## src/rtl/mem_pkg.sv

```systemverilog
`default_nettype none
// ============================================================================
//  Module      : mem_pkg
//  Description : Shared MemRead/MemWrite codes, lane-controller state
//                encoding and the alignment check for MEM-stage accesses.
//  Revision    : 1.0 - initial release
// ============================================================================
package mem_pkg;

    // Load codes (110/111 decode as lno)
    localparam logic [2:0] c_LNO = 3'b000;
    localparam logic [2:0] c_LW  = 3'b001;
    localparam logic [2:0] c_LH  = 3'b010;
    localparam logic [2:0] c_LHU = 3'b011;
    localparam logic [2:0] c_LB  = 3'b100;
    localparam logic [2:0] c_LBU = 3'b101;

    // Store codes
    localparam logic [1:0] c_SNO = 2'b00;
    localparam logic [1:0] c_SH  = 2'b01;
    localparam logic [1:0] c_SB  = 2'b10;
    localparam logic [1:0] c_SW  = 2'b11;

    // Lane-controller states
    localparam logic [0:0] c_S_IDLE  = 1'b0;
    localparam logic [0:0] c_S_MERGE = 1'b1;

    // A pending store decides alignment; a load is only checked without one,
    // matching the store-wins rule for illegal load+store combinations.
    function automatic logic addr_misaligned(
        input logic [2:0] mem_read,
        input logic [1:0] mem_write,
        input logic [1:0] off
    );
        logic bad;
        bad = 1'b0;
        if (mem_write != c_SNO) begin
            case (mem_write)
                c_SW:    bad = (off != 2'b00);
                c_SH:    bad = off[0];
                default: bad = 1'b0;
            endcase
        end else begin
            case (mem_read)
                c_LW:       bad = (off != 2'b00);
                c_LH, c_LHU: bad = off[0];
                default:    bad = 1'b0;
            endcase
        end
        return bad;
    endfunction

endpackage : mem_pkg
`default_nettype wire

```

## src/rtl/mem_lane_ctrl_if.sv

```systemverilog
`default_nettype none
// ============================================================================
//  Module      : mem_lane_ctrl_if
//  Description : Pipeline-side request/response and data-memory port bundle
//                of the MEM-stage byte-lane controller.
//  Revision    : 1.0 - initial release
// ============================================================================
interface mem_lane_ctrl_if;

    logic [2:0]  MemRead;
    logic [1:0]  MemWrite;
    logic [31:0] DataAddr;
    logic [31:0] WriteData;
    logic [31:0] ReadData;
    logic        Stall;
    logic        AddrErr;
    logic [9:0]  dm_addr;
    logic [31:0] dm_wdata;
    logic        dm_we;
    logic [31:0] dm_rdata;

    // Environment side: pipeline requests and the memory's read data
    modport master (
        output MemRead, MemWrite, DataAddr, WriteData, dm_rdata,
        input  ReadData, Stall, AddrErr, dm_addr, dm_wdata, dm_we
    );

    // Controller side
    modport slave (
        input  MemRead, MemWrite, DataAddr, WriteData, dm_rdata,
        output ReadData, Stall, AddrErr, dm_addr, dm_wdata, dm_we
    );

endinterface : mem_lane_ctrl_if
`default_nettype wire

```

## src/rtl/mem_lane_ctrl_lane_extract.sv

```systemverilog
`default_nettype none
// ============================================================================
//  Module      : lane_extract
//  Description : Selects the big-endian byte/halfword lane of a memory word
//                and sign- or zero-extends it according to the load code.
//  Revision    : 1.0 - initial release
// ============================================================================
module lane_extract
    import mem_pkg::*;
(
    input  wire logic [31:0] i_word,
    input  wire logic [1:0]  i_off,
    input  wire logic [2:0]  i_mem_read,
    output logic      [31:0] o_result
);

    logic [7:0]  w_byte;
    logic [15:0] w_half;

    // Lane select and extension; offset 0 is the most significant lane
    always_comb begin
        case (i_off)
            2'd0:    w_byte = i_word[31:24];
            2'd1:    w_byte = i_word[23:16];
            2'd2:    w_byte = i_word[15:8];
            default: w_byte = i_word[7:0];
        endcase
        w_half = i_off[1] ? i_word[15:0] : i_word[31:16];

        case (i_mem_read)
            c_LW:    o_result = i_word;
            c_LH:    o_result = {{16{w_half[15]}}, w_half};
            c_LHU:   o_result = {16'h0000, w_half};
            c_LB:    o_result = {{24{w_byte[7]}}, w_byte};
            c_LBU:   o_result = {24'h000000, w_byte};
            default: o_result = 32'h0000_0000;
        endcase
    end

endmodule : lane_extract
`default_nettype wire

```

## src/rtl/mem_lane_ctrl.sv

```systemverilog
`default_nettype none
// ============================================================================
//  Module      : mem_lane_ctrl
//  Description : MEM-stage byte-lane controller. Combinational loads and sw,
//                two-cycle read-modify-write for sb/sh with one stall cycle,
//                misaligned accesses blocked and flagged.
//  Revision    : 1.0 - initial release
// ============================================================================
module mem_lane_ctrl
    import mem_pkg::*;
(
    input  wire logic          clk,
    input  wire logic          rst,
    mem_lane_ctrl_if.slave     bus
);

    logic [0:0]  r_state;
    logic [0:0]  w_state_nxt;
    logic [31:0] r_hold;
    logic        w_hold_ld;

    logic [1:0]  w_off;
    logic        w_err;
    logic        w_is_sub;
    logic [31:0] w_ext;
    logic [31:0] w_merged;
    logic        w_stall;
    logic        w_we;
    logic [31:0] w_rdata;
    logic [31:0] w_wdata;
    logic        w_unused;

    assign w_off    = bus.DataAddr[1:0];
    assign w_err    = addr_misaligned(bus.MemRead, bus.MemWrite, w_off);
    assign w_is_sub = (bus.MemWrite == c_SB) || (bus.MemWrite == c_SH);
    assign w_unused = &{1'b0, bus.DataAddr[31:12]};

    lane_extract u_lane_extract (
        .i_word     (bus.dm_rdata),
        .i_off      (w_off),
        .i_mem_read (bus.MemRead),
        .o_result   (w_ext)
    );

    // Insert the store lane into the word captured during the stall cycle
    always_comb begin
        w_merged = r_hold;
        if (bus.MemWrite == c_SB) begin
            case (w_off)
                2'd0:    w_merged[31:24] = bus.WriteData[7:0];
                2'd1:    w_merged[23:16] = bus.WriteData[7:0];
                2'd2:    w_merged[15:8]  = bus.WriteData[7:0];
                default: w_merged[7:0]   = bus.WriteData[7:0];
            endcase
        end else if (w_off[1]) begin
            w_merged[15:0]  = bus.WriteData[15:0];
        end else begin
            w_merged[31:16] = bus.WriteData[15:0];
        end
    end

    // Next state and outputs; reset or a misaligned access suppresses all
    // side effects and parks the machine in IDLE
    always_comb begin
        w_state_nxt = r_state;
        w_stall     = 1'b0;
        w_we        = 1'b0;
        w_hold_ld   = 1'b0;
        w_rdata     = 32'h0000_0000;
        w_wdata     = bus.WriteData;
        if (!rst && !w_err) begin
            case (r_state)
                c_S_IDLE: begin
                    if (w_is_sub) begin
                        w_stall     = 1'b1;
                        w_hold_ld   = 1'b1;
                        w_state_nxt = c_S_MERGE;
                    end else if (bus.MemWrite == c_SW) begin
                        w_we = 1'b1;
                    end else begin
                        w_rdata = w_ext;
                    end
                end
                c_S_MERGE: begin
                    w_state_nxt = c_S_IDLE;
                    if (w_is_sub) begin
                        w_we    = 1'b1;
                        w_wdata = w_merged;
                    end
                end
                default: w_state_nxt = c_S_IDLE;
            endcase
        end else begin
            w_state_nxt = c_S_IDLE;
        end
    end

    // State register
    always_ff @(posedge clk) begin
        if (rst) r_state <= c_S_IDLE;
        else     r_state <= w_state_nxt;
    end

    // Capture the current memory word at the start of a sub-word store
    always_ff @(posedge clk) begin
        if (rst)            r_hold <= 32'h0000_0000;
        else if (w_hold_ld) r_hold <= bus.dm_rdata;
    end

    assign bus.ReadData = w_rdata;
    assign bus.Stall    = w_stall;
    assign bus.AddrErr  = w_err;
    assign bus.dm_addr  = bus.DataAddr[11:2];
    assign bus.dm_wdata = w_wdata;
    assign bus.dm_we    = w_we;

endmodule : mem_lane_ctrl
`default_nettype wire

```

## src/flat_wrapper.sv

```systemverilog
// flat-port wrapper written by rule: the top's interface ports become plain ports
module mem_lane_ctrl_flat import mem_pkg::*;
  (clk, rst, bus_MemRead, bus_MemWrite, bus_DataAddr, bus_WriteData, bus_dm_rdata, bus_ReadData, bus_Stall, bus_AddrErr, bus_dm_addr, bus_dm_wdata, bus_dm_we);
  mem_lane_ctrl_if bus_i ();
  input  wire logic clk;
  input  wire logic rst;
  input wire logic [$bits(bus_i.MemRead)-1:0] bus_MemRead;
  input wire logic [$bits(bus_i.MemWrite)-1:0] bus_MemWrite;
  input wire logic [$bits(bus_i.DataAddr)-1:0] bus_DataAddr;
  input wire logic [$bits(bus_i.WriteData)-1:0] bus_WriteData;
  input wire logic [$bits(bus_i.dm_rdata)-1:0] bus_dm_rdata;
  output wire logic [$bits(bus_i.ReadData)-1:0] bus_ReadData;
  output wire logic [$bits(bus_i.Stall)-1:0] bus_Stall;
  output wire logic [$bits(bus_i.AddrErr)-1:0] bus_AddrErr;
  output wire logic [$bits(bus_i.dm_addr)-1:0] bus_dm_addr;
  output wire logic [$bits(bus_i.dm_wdata)-1:0] bus_dm_wdata;
  output wire logic [$bits(bus_i.dm_we)-1:0] bus_dm_we;
  assign bus_i.MemRead = bus_MemRead;
  assign bus_i.MemWrite = bus_MemWrite;
  assign bus_i.DataAddr = bus_DataAddr;
  assign bus_i.WriteData = bus_WriteData;
  assign bus_i.dm_rdata = bus_dm_rdata;
  assign bus_ReadData = bus_i.ReadData;
  assign bus_Stall = bus_i.Stall;
  assign bus_AddrErr = bus_i.AddrErr;
  assign bus_dm_addr = bus_i.dm_addr;
  assign bus_dm_wdata = bus_i.dm_wdata;
  assign bus_dm_we = bus_i.dm_we;
  mem_lane_ctrl u_core (.clk(clk), .rst(rst), .bus(bus_i));
endmodule
```

## config.mk

```make
export PLATFORM = sky130hd
export DESIGN_NAME = mem_lane_ctrl_flat
export DESIGN_NICKNAME = d
export VERILOG_FILES = /design/src/rtl/mem_pkg.sv /design/src/rtl/mem_lane_ctrl_if.sv /design/src/rtl/mem_lane_ctrl_lane_extract.sv /design/src/rtl/mem_lane_ctrl.sv /design/src/flat_wrapper.sv
export SDC_FILE = /design/constraint.sdc
export NUM_CORES = 1
export LEC_CHECK = 0
export CORE_UTILIZATION = 31
export CTS_BUF_LIST = sky130_fd_sc_hd__clkbuf_16
export DETAILED_ROUTE_END_ITERATION = 10
export HOLD_SLACK_MARGIN = 0.08
export PLACE_DENSITY = 0.78
export SLEW_MARGIN = 20
export SYNTH_ARGS = -nofsm -noshare
export SYNTH_HDL_FRONTEND = slang
export SYNTH_SLANG_ARGS = --single-unit
```

## constraint.sdc

```tcl
create_clock -name clk -period 4.1 [get_ports clk]
set_clock_uncertainty 0.15 [all_clocks]
set_input_delay 0.82 -clock clk [delete_from_list [all_inputs] [get_ports clk]]
set_output_delay 0.82 -clock clk [all_outputs]
set_load 0.005 [all_outputs]
```

==> impl_metrics.ini <==
[run_status]
status = complete, but fails checks
violations = DRC

[global_routing]
grt_pass1_vias = 3531
grt_start_max_net_pins = 34
grt_pass1_wl_um = 18000
track_usage = 0.233
met3_usage = 0.0415
grt_use_met2 = 0.413
top_usage_layer = met2
grt_overflow = 0
antenna_found_initial = 0
use_met1 = 0.281

[final_layout]
drive_gt1_frac = 0.154
seq_area_um2 = 661
fin_nets = 628
fin_util = 0.541
area.growth.synth_to_final_pct = 66.7
diodes = 0
most-common-layout-cells = clkdlybuf4s50_1, a21oi_1, buf_4, nand3_1, dfxtp_1
multi_input_area_um2 = 1990
final_common_cell = clkdlybuf4s50_1
nFillCells = 828

[sta]
rsz0062_at_grt = false
max-slew-margin-rel = 0.770
drv_slew = 0
max_clock_freq_mhz = 251
finalHoldViolCount = 0
min_period_ns = 3.99
whs_ns = 0.329
tightest_slew_ns = 0.346
setup_viol = 0
timing.final.crit_share = 0.972

[setup_path]
r2r_slack_ns = 2.56
path_cells = clkdlybuf4s50_1 > ha_1 > a21bo_1 > o221ai_4 > inv_2 > nor3_4 > buf_12 > buf_4 > buf_4 > mux2i_2 > dlygate4sd2_1
cpPeakStageDelay_ns = 0.43
crit_start = bus_MemRead[1]
reg2reg_from = u_core.r_state
crit_top_cell = buf_4
criticalPathCategory = input port to primary output
crit_required_ns = 3.13
reg2regPathDepth = 5
cp-end-kind = primary output
cp.arrival_ns = 3.02
cp-start-kind = input port
crit_fanout = 5
critPathBufInv = 6
critPathSlowestCell = clkdlybuf4s50_1
rr_endpoint = u_core.r_hold[18]
crit_family = buffers and inverters

[logic_synthesis]
synthCells = 375
syn-cell-area_um2 = 2860
synth.yosys.seq_area_share = 0.231
async_flop_share = 0
synth_nets = 484
ys_types = 36
avgSynthCellArea_um2 = 7.62
synth_flop_cell = dfxtp_1
synth_edf_count = 0
synth_warnings = 0
synth_seq_cells = 33
synth_top_area_cell = dfxtp_1
synth_top_area_frac = 0.231
synthTopCellsByArea = dfxtp_1, a21oi_1, mux2i_1, mux4_2, nand3_1

[worst_hold_path]
hold_path_class = register to register
min_from = u_core.r_hold[6]
hold_depth = 2
whs_endpoint = u_core.r_hold[6]

[clock_tree]
cts_tree = done
numCtsBuffers = 5
htree_num_levels = 2
clkTransAtPathRegs_ns = 0.05
clock_sinks = 33
cts-root-buf = clkbuf_16
cts_buffer_depth = 2
insertion_delay_ns = 0.27

[flow_run]
max_cap_violations = 0

[power]
fin_total_pwr_mw = 1.11
ir_worst_vdd_v = 0.000167
power_density_nw_per_um2 = 233
total_leakage_power_nw = 1.84

[die]
core_um2 = 8810
start_util = 0.325
rows = 34
ios = 180
die_x_um = 98.0
dieArea_um2 = 9610
fp.dieH_um = 98.0

[drt]
first_pass_iters = 11
wl_um = 11500
drc = 8
antenna_left = 0
vias = 3630
first_iter_violations = 356
wire_per_inst_um = 18.3
via_per_inst = 5.78

[placed_design]
portBuffers = 139
gp_congestion = 0.905
dp_hpwl_um = 8780
==> worst reg2reg max path, delay by kind of cell (launching register included) <==
kind,cells,cell delay (ns)
buf+inv,1,0.30
compound gates,1,0.17
simple gates,3,0.54
flops,1,0.32
==> cell usage after synthesis (2+ instances only) <==
| cell | count |
|---|---|
| buf_1 | 2 |
| mux2_2 | 8 |
| o2bb2ai_1 | 8 |
| a222oi_1 | 8 |
| buf_4 | 11 |
| o22ai_1 | 8 |
| nand3_1 | 34 |
| o21ai_0 | 32 |
| nand2b_1 | 4 |
| dfxtp_1 | 33 |
| mux2i_1 | 18 |
| a21oi_1 | 74 |
| a22oi_1 | 14 |
| ha_1 | 6 |
| nor2_1 | 18 |
| mux4_2 | 8 |
| nand2_1 | 23 |
| o22a_1 | 8 |
| inv_1 | 12 |
| clkbuf_1 | 26 |
| nor2b_1 | 2 |
| buf_2 | 4 |
==> per-layer routing <==
| layer | vias to the layer above | share of wire |
|---|---|---|
| met5 | - | 0 |
| li1 | 1695 | - |
| met4 | 0 | 0.026 |
| met2 | 219 | 0.50 |
| met3 | 28 | 0.086 |
| met1 | 1688 | 0.38 |
==> how the worst max path moves through the flow <==
stage,to,slack (ns),cells after the start
after floorplan,bus_dm_wdata[29],0.69,8
after global placement,bus_dm_wdata[10],-0.19,10
after detailed placement,bus_dm_wdata[30],-0.27,10
after CTS,bus_dm_wdata[26],0.005,10
after global routing,bus_dm_wdata[30],0.03,12
final,bus_dm_wdata[30],0.11,11
==> where the power goes <==
part           leakage (nW)  internal (mW)  switching, mW
combinational          1.50          0.213          0.191
sequential            0.269          0.339         0.0113
clock                0.0696          0.222          0.133
total                  1.84          0.774          0.335
==> metrics by stage <==
stage | std cells | instance area [µm²] | worst slack (ns) | setup TNS (ns)
after global routing | 628 | 4760 | 0.0253 | 0
after detailed placement | 615 | 4510 | -0.269 | -8.83
after CTS | 627 | 4710 | 0.00497 | 0
final | 628 | 4760 | 0.115 | 0
after floorplan | 375 | 2860 | 0.687 | 0
after global placement | 615 | 4510 | -0.189 | -5.43
==> cell families after synthesis <==
group                    count (synthesis)  synth area share
AO/OA/AOI/OAI                          159             0.344
AND/OR/NAND/NOR                         86             0.147
buffers and inverters                   57            0.0937
multiplexers                            34             0.158
flip-flops                              33             0.231
adder cells (fa/ha/maj)                  6            0.0263
==> state kept, by name, indices dropped and copies added, names as in the netlist <==
register        cells
u_core.r_state      1
u_core.r_hold      32
==> final cells by class <==
type / count / share of cell area
clock inverters: 3 / 0.00368
multi-input cells: 285 / 0.417
well taps: 108 / 0.0284
repair buffers: 181 / 0.376
inverters: 13 / 0.0102
clock buffers: 5 / 0.0263
flip-flops and latches: 33 / 0.139
==> repair_timing <==
action,CTS,global route
hold buffers,0,0
pin swaps,2,1
endpoints found under the setup margin,64,50
gates resized for setup,25,16
buffers inserted,4,1
Note: power is estimated with default switching activity, not from simulation.
